$ cat config.mk
export PLATFORM = sky130hd
export DESIGN_NAME = cam_ctrl
export DESIGN_NICKNAME = d
export VERILOG_FILES = /design/src/rtl/cam_ctrl.sv
export SDC_FILE = /design/constraint.sdc
export NUM_CORES = 1
export LEC_CHECK = 0
export CAP_MARGIN = 20
export CORE_ASPECT_RATIO = 1.4
export CORE_UTILIZATION = 30
export DETAILED_ROUTE_END_ITERATION = 8
export GPL_ROUTABILITY_DRIVEN = 1
export PLACE_DENSITY_LB_ADDON = 0.05
export SYNTH_ARGS = -nofsm -noshare
export SYNTH_HDL_FRONTEND = slang
export SYNTH_SLANG_ARGS = --single-unit
$ cat constraint.sdc
create_clock -name CLK -period 4.63 [get_ports CLK]
set_input_delay 0.6945 -clock CLK [delete_from_list [all_inputs] [get_ports CLK]]
set_output_delay 0.6945 -clock CLK [all_outputs]
set_load 0.01 [all_outputs]
$ cat src/rtl/cam_ctrl.sv
// cam_ctrl: arbitrates a lookup stream against single-entry writes into an
// external CAM core. Lookups are pipelined with a fixed match latency.
// Writes drain every in-flight lookup, issue one CAM_WE cycle, then wait out
// CAM_BUSY before acknowledging.
module cam_ctrl #(
   parameter int C_TCAM_ADDR_WIDTH = 5,
   parameter int C_TCAM_DATA_WIDTH = 16,
   parameter int C_LOOKUP_LATENCY  = 2,
   parameter int C_WR_STARVE_MAX   = 8
) (
   input  logic                         CLK,
   input  logic                         RSTN,
   // configuration write port
   input  logic                         CFG_WR_REQ,
   input  logic [C_TCAM_ADDR_WIDTH-1:0] CFG_WR_ADDR,
   input  logic [C_TCAM_DATA_WIDTH-1:0] CFG_WR_DATA,
   output logic                         CFG_WR_ACK,
   // lookup port
   input  logic                         LU_REQ,
   input  logic [C_TCAM_DATA_WIDTH-1:0] LU_KEY,
   output logic                         LU_RDY,
   output logic                         LU_RSP_VLD,
   output logic                         LU_RSP_HIT,
   output logic [C_TCAM_ADDR_WIDTH-1:0] LU_RSP_ADDR,
   // CAM core
   output logic                         CAM_WE,
   output logic [C_TCAM_ADDR_WIDTH-1:0] CAM_ADDR_WR,
   output logic [C_TCAM_DATA_WIDTH-1:0] CAM_DIN,
   input  logic                         CAM_BUSY,
   output logic [C_TCAM_DATA_WIDTH-1:0] CAM_CMP_DIN,
   input  logic                         CAM_MATCH,
   input  logic [C_TCAM_ADDR_WIDTH-1:0] CAM_MATCH_ADDR
);

   typedef enum logic [1:0] {IDLE, DRAIN, WRITE, WAIT_BUSY} state_t;

   localparam int         LAT        = C_LOOKUP_LATENCY;
   localparam logic [7:0] STARVE_MAX = 8'(C_WR_STARVE_MAX);

   state_t       state, state_nxt;
   logic [LAT:0] vld_pipe;    // [0] loads on accept, [LAT] lines up with CAM_MATCH
   logic [7:0]   starve_cnt;
   logic         wb_min;      // set once WAIT_BUSY has lasted one cycle
   logic         starve_hit;
   logic         in_flight;
   logic         lu_acc;
   logic         tag_out;

   assign starve_hit = CFG_WR_REQ && (starve_cnt == STARVE_MAX);
   assign in_flight  = |vld_pipe;
   assign tag_out    = vld_pipe[LAT];
   // RSTN gates the ready so it reads 0 for the whole time reset is held
   assign LU_RDY     = RSTN && (state == IDLE) && !CAM_BUSY && !starve_hit;
   assign lu_acc     = LU_REQ && LU_RDY;
   // BUSY is ignored in the first WAIT_BUSY cycle since the core may raise it late
   assign CFG_WR_ACK = (state == WAIT_BUSY) && wb_min && !CAM_BUSY;

   // next-state: a lookup wins over a write until the starve limit is hit
   always_comb begin
      state_nxt = state;
      case (state)
         IDLE:      if (CFG_WR_REQ && (!LU_REQ || starve_hit)) state_nxt = DRAIN;
         DRAIN:     if (!CFG_WR_REQ)                           state_nxt = IDLE;
                    else if (!in_flight)                       state_nxt = WRITE;
         WRITE:                                                state_nxt = WAIT_BUSY;
         WAIT_BUSY: if (CFG_WR_ACK)                            state_nxt = IDLE;
         default:                                              state_nxt = IDLE;
      endcase
   end

   // state register
   always_ff @(posedge CLK or negedge RSTN) begin
      if (!RSTN) state <= IDLE;
      else       state <= state_nxt;
   end

   // WAIT_BUSY minimum-length tracker; clears during WRITE before every entry
   always_ff @(posedge CLK or negedge RSTN) begin
      if (!RSTN) wb_min <= 1'b0;
      else       wb_min <= (state == WAIT_BUSY);
   end

   // in-flight lookup tags
   always_ff @(posedge CLK or negedge RSTN) begin
      if (!RSTN) vld_pipe <= '0;
      else       vld_pipe <= {vld_pipe[LAT-1:0], lu_acc};
   end

   // count lookups that overtook a pending write; reset when the write issues
   always_ff @(posedge CLK or negedge RSTN) begin
      if (!RSTN)                                              starve_cnt <= '0;
      else if (state_nxt == WRITE)                            starve_cnt <= '0;
      else if (lu_acc && CFG_WR_REQ && starve_cnt != STARVE_MAX) starve_cnt <= starve_cnt + 8'd1;
   end

   // registered CAM write strobe and operands, live only in WRITE
   always_ff @(posedge CLK or negedge RSTN) begin
      if (!RSTN) begin
         CAM_WE      <= 1'b0;
         CAM_ADDR_WR <= '0;
         CAM_DIN     <= '0;
      end else begin
         CAM_WE      <= (state_nxt == WRITE);
         CAM_ADDR_WR <= (state_nxt == WRITE) ? CFG_WR_ADDR : '0;
         CAM_DIN     <= (state_nxt == WRITE) ? CFG_WR_DATA : '0;
      end
   end

   // compare key: captured on accept, held otherwise
   always_ff @(posedge CLK or negedge RSTN) begin
      if (!RSTN)       CAM_CMP_DIN <= '0;
      else if (lu_acc) CAM_CMP_DIN <= LU_KEY;
   end

   // response register; a match without an exiting tag is dropped
   always_ff @(posedge CLK or negedge RSTN) begin
      if (!RSTN) begin
         LU_RSP_VLD  <= 1'b0;
         LU_RSP_HIT  <= 1'b0;
         LU_RSP_ADDR <= '0;
      end else begin
         LU_RSP_VLD  <= tag_out;
         LU_RSP_HIT  <= tag_out && CAM_MATCH;
         LU_RSP_ADDR <= (tag_out && CAM_MATCH) ? CAM_MATCH_ADDR : '0;
      end
   end

endmodule

* After elaboration in Yosys (flattened, before gate mapping)
Index checks and enable logic that the tools add are counted.
** Storage, ports and cells
- Output and inout port bits :: 47
- Logic and storage cells :: 46
- Register bits after elaboration :: 59
- Input port bits :: 48
** Operators by class
- Add/subtract/negate cells :: 1
- Equal/unequal tests :: 6
- Reduce and logical (&&, ||, !) cells :: 18
- Multiplexer cells :: 10
** Operator list (count)
- 16-bit two-way mux :: 1
- 8-bit two-way mux :: 2
- 1-bit logical AND :: 11
- 5-bit two-way mux :: 2
- 8-bit by 1-bit adder with 8-bit output (second input constant) :: 1
- 8-bit by 4-bit == test with 1-bit output (second input constant) :: 1
- 2-bit two-way mux :: 4
- 8-bit by 4-bit inequality test with 1-bit output (second input constant) :: 1
- 2-bit case mux with 4 select lines :: 1
- 2-bit == test (second input constant) :: 3
- 1-bit zero test :: 3
- 3-bit OR reduction :: 1
- 2-bit by 1-bit == test with 1-bit output (second input constant) :: 1
- 2-bit zero test :: 1
- 2-bit nonzero test :: 1
- 1-bit logical OR :: 1

* Longest topological paths before layout
Gate-level depths: netlist (run 1).
- Depth in word-level cells :: 9
- Gate-level depth with buffers :: 8
- Depth with buffers taken out :: 6

* Worst setup path before layout (run 1)
OpenSTA, ideal clock, no wires.
- Path kind :: input-to-output
- Start point :: in CAM_BUSY
- End point :: out LU_RDY
- Arrival :: 1512 ps
- Slack :: 2423 ps
- Path buffers :: 1
- Data required time :: 3936 ps
- Stages :: 3
- Cell sequence :: or4b_4 buf_6 a21oi_1
** On the way
- Word-level cells in the longest chain between the ends :: 3
** Ends and longest elaborated chain
- start, declared :: RTL line 29 : input logic CAM_BUSY,
- 1-bit zero test :: RTL line 53 : assign LU_RDY = RSTN && (state == IDLE) && !CAM_BUSY && !starve_hit;
- 1-bit logical AND (2 in series) :: RTL line 53
- end, declared :: RTL line 21 : output logic LU_RDY,
Every way passes these cells.

* Worst setup path after layout (run 1)
Ends and elaborated chain as after synthesis.

==> results.py, run 1 <==
metrics = {
    "synth": {
        "synth_seq_cells": 59,
        "ys_types": 32,
        "syn-num-nets": 211,
        "synth_area_per_cell_sq_um": 13.8,
        "ys_warn_count": 0,
        "synthFlopType": "dfrtp_1",
        "synthCells": 161,
        "ys_seq_area_frac": 0.665,
        "syn_area_sq_um": 2220,
        "async_flop_share": 1.00,
        "synth_edf_count": 0,
    },
    "finish": {
        "ff_latch_area_sq_um": 1480,
        "area_delta_synth_final_pct": 54.2,
        "diodes": 0,
        "final_cells": 360,
        "nets": 311,
        "multi_input_area_sq_um": 683,
        "drive_gt1_frac": 0.136,
        "fill_cells": 703,
    },
    "floorplan": {
        "start_util": 0.314,
        "die_x_um": 74.7,
        "pin_count": 95,
        "die_y_um": 104,
        "dieArea_sq_um": 7750,
        "fp.coreArea_sq_um": 7070,
        "rows": 36,
    },
    "setup_path": {
        "r2r_slack_ns": 2.20,
        "reg2reg_to": "CAM_CMP_DIN[15]$_DFFE_PN0P_",
        "startpoint_type": "input pin",
        "cp-end-kind": "output pin",
        "cp.required_ns": 3.94,
        "worstPathMaxFanout": 6,
        "r2r_start": "starve_cnt[0]$_DFFE_PN0P_",
        "critical_path_class": "in2out",
        "rr_worst_depth": 6,
        "cp.arrival_ns": 2.39,
    },
    "hold_path": {
        "hold_depth": 0,
        "min_from": "vld_pipe[1]$_DFF_PN0_",
        "holdPathEnd": "vld_pipe[2]$_DFF_PN0_",
        "min_path_type": "reg2reg",
    },
    "sta": {
        "grt_setup_unrepaired": "false",
        "setup_viol": 0,
        "relSlewSlack": 0.367,
        "fin_crit_sh": 0.667,
        "timing_hold_violations_final": 0,
        "fmax_ghz": 0.324,
        "setup_tns_ns": 0,
        "fin_worst_skew_ns": 0.00573,
        "fin_crit_ns": 3.09,
        "drv_slew": 0,
        "tightest_slew_ns": 0.949,
    },
    "drt": {
        "routedWlPerCell_um": 13.3,
        "drt-total-wl_um": 4780,
        "ant_nets": 0,
        "via_per_inst": 4.38,
        "num_vias": 1577,
        "post-route-drc-count": 0,
        "drt_iter0_drc": 55,
        "drt_first_pass_iters": 4,
    },
    "power_and_ir_drop": {
        "comb_power_share": 0.288,
        "p_seq_frac": 0.440,
        "p_int_mw": 1.13,
        "max-vdd-ir-drop_v": 0.000257,
        "p_leak_nw": 1.57,
        "clkPwrFrac": 0.271,
        "power_density_nw_per_um2": 451,
        "switching_share": 0.266,
        "power.switching_mw": 0.410,
    },
    "flow_run": {
        "cap_violations": 0,
    },
    "cts": {
        "h-tree-depth": 3,
        "postCtsResizedCells": 0,
        "clkTransAtPathRegs_ns": 0.06,
        "post-cts-setup-buffer-count": 0,
        "cts_tree": "done",
        "cts_sinks": 59,
        "insertion_delay_ns": 0.33,
        "ctsHoldBuffers": 0,
        "clk_path_buf_depth": 2,
        "numCtsBuffers": 9,
        "root_buffer": "clkbuf_8",
    },
    "placement": {
        "place.port_buffers": 94,
        "dpl.cell_count": 345,
        "hpwl_um": 3350,
        "gp_congestion": 0.821,
    },
    "grt": {
        "grt_util_all_layers": 0.140,
        "grt_pass1_wl_um": 7910,
        "antenna_found_initial": 0,
        "grt_pass1_vias": 1641,
        "grt_remaining_overflow": 0,
        "grt_max_degree": 61,
    },
    "status": {
        "status": "finished, final reports clean",
    },
}
==> state kept, by name, indices dropped and copies added (netlist names) <==
signal and count:
vld_pipe 3, CAM_CMP_DIN 16, starve_cnt 8, CAM_DIN 16, CAM_WE 1, LU_RSP_ADDR 5, CAM_ADDR_WR 5, LU_RSP_VLD 1
state 2, LU_RSP_HIT 1, wb_min 1
==> synth_stat cells (all sizes together) (2+ instances only) <==
master / n / area, sq um
and2: 24 / 150
and3: 6 / 37.5
buf: 3 / 26.3
clkbuf: 3 / 11.3
dfrtp: 59 / 1480
ha: 2 / 25.0
inv: 6 / 22.5
mux2: 16 / 180
nand2: 7 / 26.3
nand2b: 2 / 12.5
nand3: 2 / 10.0
nor2: 5 / 18.8
nor3: 3 / 15.0
nor4: 3 / 33.8
xnor2: 5 / 43.8
==> per-layer routing <==
metal  wire (um)  GRT usage
met5           0          0
met4         143     0.0889
met3         313     0.0438
met2        2530      0.226
met1        1790      0.153
==> critical path: stages <==
cell	delay, ns
clkdlybuf4s50_1	0.43
or4b_4	0.55
a21oi_1	0.16
clkdlybuf4s50_1	0.56
==> per-stage QoR <==
stage	hold slack [ns]	setup WS (ns)	util	power, mW	cell area, sq um
4_1_cts	0.413	1.53	0.484	1.57	3420
3_3_place_gp	0.385	1.59	0.459	1.14	3240
6_report	0.410	1.54	0.484	1.54	3420
2_1_floorplan	0.376	2.42	-	0.871	2220
5_1_grt	0.426	1.50	0.484	1.63	3420
3_5_place_dp	0.392	1.54	0.459	1.14	3240
==> area by class of cell <==
cell class                      count  share of cell area
Clock inverter                      2             0.00292
Clock buffer                       13              0.0493
Multi-Input combinational cell     90               0.200
Sequential cell                    59               0.431
Timing Repair Buffer               95               0.276
Tap cell                           95              0.0347
Inverter                            6             0.00658
==> kinds of logic after synthesis <==
group                      share of synthesized area
buffers and inverters                         0.0271
adders and majority gates                     0.0113
DFF                                            0.665
muxes                                         0.0857
AOI/OAI and AO/OA                             0.0366
and+or+nand+nor                                0.154
xor gates and xnor gates                      0.0197
==> how the worst max path moves through the flow <==
stage / start / end / slack, ns / cells after the start
6_report: CAM_BUSY / LU_RDY / 1.54 / 4
5_1_grt: CAM_BUSY / LU_RDY / 1.50 / 4
4_1_cts: CAM_BUSY / LU_RDY / 1.53 / 4
3_5_place_dp: CAM_BUSY / LU_RDY / 1.54 / 4
3_3_place_gp: CAM_BUSY / LU_RDY / 1.59 / 4
2_1_floorplan: CAM_BUSY / LU_RDY / 2.42 / 3
==> cell usage in the layout (no fill, tap or decap), types with 2 or more instances in the layout <==
master | Yosys | final
mux2_2 | 16 | 16
ha_1 | 2 | 2
nand2_1 | 7 | 7
nor2_1 | 5 | 5
xnor2_1 | 5 | 5
nor4_1 | 2 | 2
clkinv_2 | 0 | 2
clkdlybuf4s50_1 | 0 | 93
clkbuf_8 | 0 | 12
inv_1 | 6 | 6
nand3_1 | 2 | 2
and2_1 | 24 | 24
nand2b_1 | 2 | 2
dfrtp_1 | 59 | 59
nor3_1 | 3 | 3
and3_1 | 6 | 6
==> power by group through the flow <==
stage          logic (mW)  clock network (mW)  registers, mW
3_5_place_dp        0.452                   0          0.689
6_report            0.445               0.419          0.679
5_1_grt             0.480               0.460          0.693
2_1_floorplan       0.145                   0          0.726
3_3_place_gp        0.450                   0          0.687
4_1_cts             0.454               0.438          0.681
Power figures use the tool's default switching activity.
==> run 2, diff against run 1 <==
clock period = 3.1 ns   (was 4.63 ns; I/O delays follow)
==> results.py, run 2 (synthesized netlist as in run 1, its figures left out) <==
metrics = {
    "placement": {
        "place_area_sq_um": 3250,
        "hpwl_um": 3290,
        "gp_congestion": 0.840,
        "place.port_buffers": 94,
    },
    "drt": {
        "ant_nets": 0,
        "post-route-drc-count": 0,
        "num_vias": 1563,
        "drt-total-wl_um": 4770,
        "drt_iter0_drc": 81,
        "routedWlPerCell_um": 13.2,
        "via_per_inst": 4.32,
        "drt_first_pass_iters": 4,
    },
    "finish": {
        "fill_cells": 660,
        "nets": 312,
        "area_delta_synth_final_pct": 55.1,
        "drive_gt1_frac": 0.139,
        "diodes": 0,
        "reg_top3": "CAM_CMP_DIN x16, CAM_DIN x16, starve_cnt x8",
        "layout_common_cells": "clkdlybuf4s50_1 (93), dfrtp_1 (59), and2_1 (24), mux2_2 (16), clkbuf_8 (13)",
        "final_cell_area_sq_um": 3440,
        "final_common_cell": "clkdlybuf4s50_1",
    },
    "cts": {
        "cts_tree": "done",
        "numCtsBuffers": 9,
        "h-tree-depth": 3,
        "postCtsResizedCells": 0,
        "clk_path_buf_depth": 2,
        "ctsHoldBuffers": 0,
        "insertion_delay_ns": 0.33,
        "root_buffer": "clkbuf_8",
        "post-cts-setup-buffer-count": 0,
        "cts_sinks": 59,
        "clkTransAtPathRegs_ns": 0.06,
    },
    "floorplan": {
        "pin_count": 95,
        "fp.coreArea_sq_um": 7070,
        "dieArea_sq_um": 7750,
        "start_util": 0.314,
        "rows": 36,
        "die_y_um": 104,
        "die_x_um": 74.7,
    },
    "setup_path": {
        "slowest_delay_ns": 0.48,
        "startpoint_type": "flip-flop",
        "worstPathMaxFanout": 4,
        "cp.required_ns": 2.63,
        "cp-end-kind": "output pin",
        "critical_path_class": "reg2out",
        "crit_slowest_cell": "clkdlybuf4s50_1",
        "worstPathCellList": "inv_1, ha_1, nor4b_1, and2_1, a21oi_1, clkdlybuf4s50_1",
        "cp.arrival_ns": 2.13,
    },
    "grt": {
        "grt_pass1_wl_um": 8000,
        "grt_max_degree": 60,
        "grt_util_all_layers": 0.144,
        "grtUsageMet1": 0.173,
        "antenna_found_initial": 0,
        "grt.met2_usage": 0.210,
        "busiest_layer": "met2",
        "grt_use_met3": 0.0652,
        "grt_pass1_vias": 1652,
        "grt_remaining_overflow": 0,
    },
    "status": {
        "status": "finished, final reports clean",
    },
    "power_and_ir_drop": {
        "p_seq_frac": 0.435,
        "power_density_nw_per_um2": 678,
        "comb_power_share": 0.283,
        "max-vdd-ir-drop_v": 0.000343,
        "power.switching_mw": 0.613,
        "p_leak_nw": 1.58,
        "switching_share": 0.262,
        "clkPwrFrac": 0.282,
        "p_int_mw": 1.72,
    },
    "sta": {
        "fin_worst_skew_ns": 0.00480,
        "grt_setup_unrepaired": "false",
        "relSlewSlack": 0.508,
        "tightest_slew_ns": 0.738,
        "fin_crit_ns": 2.60,
        "fin_crit_sh": 0.838,
        "timing_hold_violations_final": 0,
        "setup_tns_ns": 0,
        "fmax_ghz": 0.385,
        "setup_viol": 0,
        "drv_slew": 0,
    },
    "flow_run": {
        "cap_violations": 0,
    },
    "hold_path": {
        "min_path_type": "in2async",
    },
}
-- run 2: cell count changes in the layout (fill, tap and decap cells not counted), sizes merged --
cell,change
clkbuf,+2
buf,+1
clkinv,-1
-- run 2: critical path, delay by kind of cell (launching register included) --
family	cells	cell delay, ns
buf+inv	2	0.55
compound gates	1	0.08
simple gates	2	0.61
flops	1	0.42
fa+ha+maj	1	0.14
-- run 2: final cells by class --
type	count	area [sq um]	area share
inverters	6	22.5	0.00654
repair buffers	96	951	0.276
well taps	95	119	0.0345
multi-input cells	90	683	0.198
flip-flops and latches	59	1480	0.429
clock buffers	15	186	0.0541
clock inverters	1	5.00	0.00145
-- run 2: through the flow --
stage	total power, mW	hold WS (ns)	utilization	worst slack [ns]	instances
after floorplan	1.30	0.169	-	1.13	161
after global placement	1.70	0.392	0.460	0.518	346
after detailed placement	1.70	0.386	0.460	0.503	346
after CTS	2.38	0.366	0.487	0.485	362
after global routing	2.49	0.416	0.487	0.383	362
final	2.34	0.335	0.487	0.501	362
-- run 2: worst paths after layout --
| check | start | end | slack (ns) | cells after the start |
|---|---|---|---|---|
| setup / recovery | starve_cnt[0]$_DFFE_PN0P_ | LU_RDY | 0.50 | 6 |
| hold / removal | RSTN | LU_RSP_ADDR[2]$_DFF_PN0_ | 0.34 | 2 |
| setup reg to reg | starve_cnt[0]$_DFFE_PN0P_ | CAM_CMP_DIN[11]$_DFFE_PN0P_ | 0.76 | 6 |
| hold reg to reg | vld_pipe[1]$_DFF_PN0_ | vld_pipe[2]$_DFF_PN0_ | 0.41 | 0 |
| max in group asynchronous | RSTN | CAM_CMP_DIN[11]$_DFFE_PN0P_ | 2.28 | 2 |
| min in group CLK | vld_pipe[1]$_DFF_PN0_ | vld_pipe[2]$_DFF_PN0_ | 0.41 | 0 |
-- run 2: power groups by stage --
stage	Combinational [mW]	Clock, mW	Sequential (mW)
floorplan	0.216	0	1.08
global placement	0.673	0	1.02
detailed placement	0.670	0	1.03
CTS	0.674	0.694	1.02
global route	0.715	0.732	1.04
finish	0.661	0.659	1.02
-- run 2: metal layers --
metal	routed length [um]	up-vias
met5	0	-
met4	82	0
met3	319	7
met2	2440	54
met1	1920	756
li1	-	746
